[config.mk]
export PLATFORM = sky130hd
export DESIGN_NAME = bp_cache_req_mux
export DESIGN_NICKNAME = d
export VERILOG_FILES = /design/src/rtl/bp_cache_req_mux.sv
export SDC_FILE = /design/constraint.sdc
export NUM_CORES = 1
export LEC_CHECK = 0
export CAP_MARGIN = 20
export CORE_AREA = 4 4 88 90
export DETAILED_ROUTE_END_ITERATION = 6
export DIE_AREA = 0 0 92 94
export PLACE_DENSITY = 0.86
export RECOVER_POWER = 100
export SKIP_CTS_REPAIR_TIMING = 1
export SYNTH_ARGS = -nofsm -noshare
export SYNTH_HDL_FRONTEND = slang
export SYNTH_SLANG_ARGS = --single-unit
[constraint.sdc]
create_clock -name clk_i -period 2.3 [get_ports clk_i]
set_clock_uncertainty 0.05 [all_clocks]
set_input_delay 0.46 -clock clk_i [delete_from_list [all_inputs] [get_ports clk_i]]
set_output_delay 0.46 -clock clk_i [all_outputs]
set_load 0.005 [all_outputs]
[src/rtl/bp_cache_req_mux.sv]
// Round-robin mux of several cache-miss request channels onto one LCE request port.
// One transaction is outstanding at a time; metadata and completion follow its owner.
module bp_cache_req_mux #(
  parameter int num_chan_p       = 2,
  parameter int req_width_p      = 64,
  parameter int metadata_width_p = 8,
  localparam int lg_num_chan_lp  = (num_chan_p > 1) ? $clog2(num_chan_p) : 1
) (
  input  logic                                   clk_i,
  input  logic                                   reset_i,
  input  logic [num_chan_p*req_width_p-1:0]      req_i,
  input  logic [num_chan_p-1:0]                  req_v_i,
  output logic [num_chan_p-1:0]                  req_ready_o,
  input  logic [num_chan_p*metadata_width_p-1:0] req_metadata_i,
  input  logic [num_chan_p-1:0]                  req_metadata_v_i,
  output logic [num_chan_p-1:0]                  req_complete_o,
  output logic [req_width_p-1:0]                 req_o,
  output logic                                   req_v_o,
  input  logic                                   req_ready_i,
  output logic [metadata_width_p-1:0]            req_metadata_o,
  output logic                                   req_metadata_v_o,
  input  logic                                   req_complete_i,
  output logic [lg_num_chan_lp-1:0]              owner_o,
  output logic                                   busy_o
);

  typedef enum logic [1:0] {e_ready, e_wait_meta, e_wait_complete} state_e;

  localparam logic [lg_num_chan_lp:0] num_chan_lp = (lg_num_chan_lp+1)'(num_chan_p);

  state_e                    state_q, state_d;
  logic [lg_num_chan_lp-1:0] owner_q, owner_d;
  logic [lg_num_chan_lp-1:0] rr_last_q, rr_last_d;

  logic [req_width_p-1:0]      req_arr  [num_chan_p];
  logic [metadata_width_p-1:0] meta_arr [num_chan_p];
  logic [num_chan_p-1:0]       grant_oh;
  logic [num_chan_p-1:0]       owner_oh;

  logic [lg_num_chan_lp-1:0] grant;
  logic                      found;
  logic [lg_num_chan_lp:0]   cand;

  genvar gi;
  generate
    for (gi = 0; gi < num_chan_p; gi++) begin : g_chan
      assign req_arr[gi]  = req_i[gi*req_width_p +: req_width_p];
      assign meta_arr[gi] = req_metadata_i[gi*metadata_width_p +: metadata_width_p];
      assign grant_oh[gi] = (grant == lg_num_chan_lp'(gi));
      assign owner_oh[gi] = (owner_q == lg_num_chan_lp'(gi));
    end
  endgenerate

  // Search starts just after the last winner; one conditional subtract wraps the index.
  always_comb begin
    grant = '0;
    found = 1'b0;
    cand  = '0;
    for (int k = 1; k <= num_chan_p; k++) begin
      cand = {1'b0, rr_last_q} + (lg_num_chan_lp+1)'(k);
      if (cand >= num_chan_lp) cand = cand - num_chan_lp;
      if (!found && req_v_i[cand[lg_num_chan_lp-1:0]]) begin
        grant = cand[lg_num_chan_lp-1:0];
        found = 1'b1;
      end
    end
  end

  always_comb begin
    state_d          = state_q;
    owner_d          = owner_q;
    rr_last_d        = rr_last_q;
    req_o            = req_arr[grant];
    req_v_o          = 1'b0;
    req_ready_o      = '0;
    req_metadata_o   = meta_arr[owner_q];
    req_metadata_v_o = 1'b0;
    req_complete_o   = '0;
    case (state_q)
      e_ready: begin
        req_v_o     = |req_v_i;
        req_ready_o = req_ready_i ? grant_oh : '0;
        if (req_v_o && req_ready_i) begin
          owner_d   = grant;
          rr_last_d = grant;
          state_d   = e_wait_meta;
        end
      end
      e_wait_meta: begin
        req_metadata_v_o = req_metadata_v_i[owner_q];
        req_complete_o   = req_complete_i ? owner_oh : '0;
        // An early completion wins over the metadata transition.
        if (req_complete_i)        state_d = e_ready;
        else if (req_metadata_v_o) state_d = e_wait_complete;
      end
      e_wait_complete: begin
        req_complete_o = req_complete_i ? owner_oh : '0;
        if (req_complete_i) state_d = e_ready;
      end
      default: state_d = e_ready;
    endcase
  end

  always_ff @(posedge clk_i) begin
    if (reset_i) begin
      state_q   <= e_ready;
      owner_q   <= '0;
      rr_last_q <= lg_num_chan_lp'(num_chan_p - 1);
    end else begin
      state_q   <= state_d;
      owner_q   <= owner_d;
      rr_last_q <= rr_last_d;
    end
  end

  assign busy_o  = (state_q != e_ready);
  assign owner_o = owner_q;

endmodule

==> qor.yml <==
route:
  first_pass_iters: 4
  vias_per_cell: 4.292
  wirelength_um: 7633
  drtIter0Drc: 12
  wl_per_cell_um: 16.74
  vias: 1957
  ant_nets: 0
  drc: 0
critical_path:
  cp.required_ns: 1.79
  path_max_fanout: 8
  max_stage_delay_ns: 0.46
  worst-path-buf-inv: 4
  crit_path_end_kind: "output port"
  worstSetupPathType: "in -> out"
  crit_path_start_kind: "input port"
  cp_slowest_cell: "clkdlybuf4s50_1"
  cp.arrival_ns: 1.96
  crit_chain: "clkbuf_2, a21boi_4, buf_4, clkbuf_16, mux2_4, clkdlybuf4s50_1"
  cp_top_family: "buffers and inverters"
power:
  swShare_pct: 25.19
  p_clk_share_pct: 13.8
  p_sw_mw: 0.2662
  leakagePower_nw: 1.853
  internal_power_mw: 0.7906
  powerDensity_mw_per_mm2: 267.9
  power_frac_seq_pct: 8.0
  ir_worst_vdd_mv: 0.1658
  finalPower_mw: 1.057
  p_comb_share_pct: 78.2
cells_and_area:
  nets: 514
  layout.cells.non_filler: 456
  n_antenna_cell: 0
  drive_gt1_share_pct: 25.21
  syn2layout_area_growth_pct: 197.4
yosys:
  synth.yosys.seq_area_share_pct: 6.038
  synth_nets: 275
  yosys.area.top_type: "mux2_2"
  syn-cell-area_mm2: 0.001326
  ys_types: 25
  synth_edf_count: 0
  synth-async-reset-ratio_pct: 0
  ys_top_cells_by_count: "mux2_2, mux2_4, nor2_1"
  syn_avg_cell_area_um2: 11.05
  synth_ff_type: "dfxtp_1"
  yosys_warnings: 0
  ys_ff_latch: 4
  syn_inst: 120
  synth_area_leaders: "mux2_2, mux2_4, dfxtp_1"
  synth_top_area_share_pct: 39.06
  post-synth-top-count-cell: "mux2_2"
clocking:
  cts-buffers-inserted: 3
  clock_sinks: 4
  cts_root_buffer: "clkbuf_8"
  clk_path_buf_depth: 2
  cts.clk_slew.worst_paths_ns: 0.03
  h-tree-depth: 1
  cts_tree: "yes"
  clock_latency_ns: 0.21
min_path:
  hold_path.class: "reg -> reg"
sta:
  finalHoldViolations: 0
  setup_viol: 32
  fin_crit_ns: 2.465
  fin_tns_setup_ns: -3.939
  worst_pin_slew_ns: 0.3065
  layout_setup_ws_ns: -0.1652
  relSlewSlack_pct: 79.31
  slew_violations: 0
  max_freq_mhz: 405.7
  min_period_over_period_pct: 107.2
  rsz0062_at_grt: "yes"
  hold_slack_ns: 0.5428
floorplan:
  die_x_um: 92
  coreArea_mm2: 0.007059
  io-pin-count: 232
  start_util_pct: 18.79
  die_h_um: 94
  rows: 31
  die_area_mm2: 0.008648
global_routing:
  grt_pass1_wl_um: 10410
  antenna_found_initial: 0
  grt_pass1_vias: 2041
  grtUsageTotal_pct: 14.95
  grt-ovfl-total: 0
  grt_max_degree: 35
job:
  drv_cap: 0
place:
  io_buffer_count: 231
  gp_congestion: 0.8249
  dpl.hpwl_um: 6340
  dp_cells: 448
status:
  violations: "setup timing"
  status: "finished, violations left"
through the flow:
stage | instance area (µm²) | setup WS [ns] | utilization [%]
after CTS | 3780 | -0.5874 | 53.54
final | 3944 | -0.1652 | 55.87
after global routing | 3944 | -0.2151 | 55.87
after detailed placement | 3739 | -0.5834 | 52.96
after floorplan | 1326 | 0.5245 | -
after global placement | 3739 | -0.5316 | 52.96
flip-flops by register name (all words and copies together), names as in the netlist:
register / count
owner_o: 1
state_q: 2
rr_last_q: 1
per-layer routing:
layer / wire length [µm] / vias to the layer above / GRT usage [%]
met5: 0 / - / 0
met4: 91 / 0 / 2.475
met3: 899 / 8 / 5.929
met2: 3843 / 147 / 27.37
met1: 2799 / 878 / 16.51
li1: - / 924 / -
path summary, 6_finish.rpt:
check	startpoint	to	slack, ns	cells past startpoint
min reg2reg	state_q[0]$_SDFFE_PP0P_	state_q[0]$_SDFFE_PP0P_	0.54	1
max	req_v_i[1]	req_o[45]	-0.17	6
max reg2reg	state_q[0]$_SDFFE_PP0P_	state_q[0]$_SDFFE_PP0P_	0.77	5
min	state_q[0]$_SDFFE_PP0P_	state_q[0]$_SDFFE_PP0P_	0.54	1
kinds of logic (layout without fill, tap and decap cells):
group                    count (synthesis)  in the layout  synth area share (%)
AO/OA/AOI/OAI                            9              9                 6.604
adder cells (fa/ha/maj)                  3              3                 2.830
buffers and inverters                   13            250                 8.490
flip-flops                               4              4                 6.038
multiplexers                            73             73                 69.62
AND/OR/NAND/NOR                         18             18                 6.415
layout make-up:
class	instances	area (µm²)
Fill cell	599	3115
Clock buffer	3	41.29
Multi-Input combinational cell	103	1145
Tap cell	99	123.9
Timing Repair Buffer	242	2535
Inverter	5	18.77
Sequential cell	4	80.08
worst reg2reg max path: stages (launching register included):
cell     delay, ns
dfxtp_1       0.33
inv_1         0.09
ha_1          0.29
inv_1         0.13
o221a_2       0.30
o221a_2       0.24
cells in the final DEF, fill, tap and decap left out, drive strengths merged, types with 2 or more instances in the layout:
master,netlist,routed
dlymetal6s2s,0,34
nand2b,3,3
clkbuf,0,7
buf,8,8
nand2,3,3
clkdlybuf4s50,0,194
o221a,2,2
ha,3,3
dlygate4sd3,0,2
mux2,73,73
dfxtp,4,4
and3,2,2
inv,5,5
nor2,7,7
power groups by stage:
stage	logic, mW	registers [mW]	clock network (mW)
detailed placement	0.821	0.0846	0
floorplan	0.289	0.0831	0
global route	0.879	0.0852	0.154
global placement	0.811	0.0846	0
finish	0.826	0.0844	0.146
CTS	0.827	0.0838	0.148
Note: power is estimated with default switching activity, not from simulation.
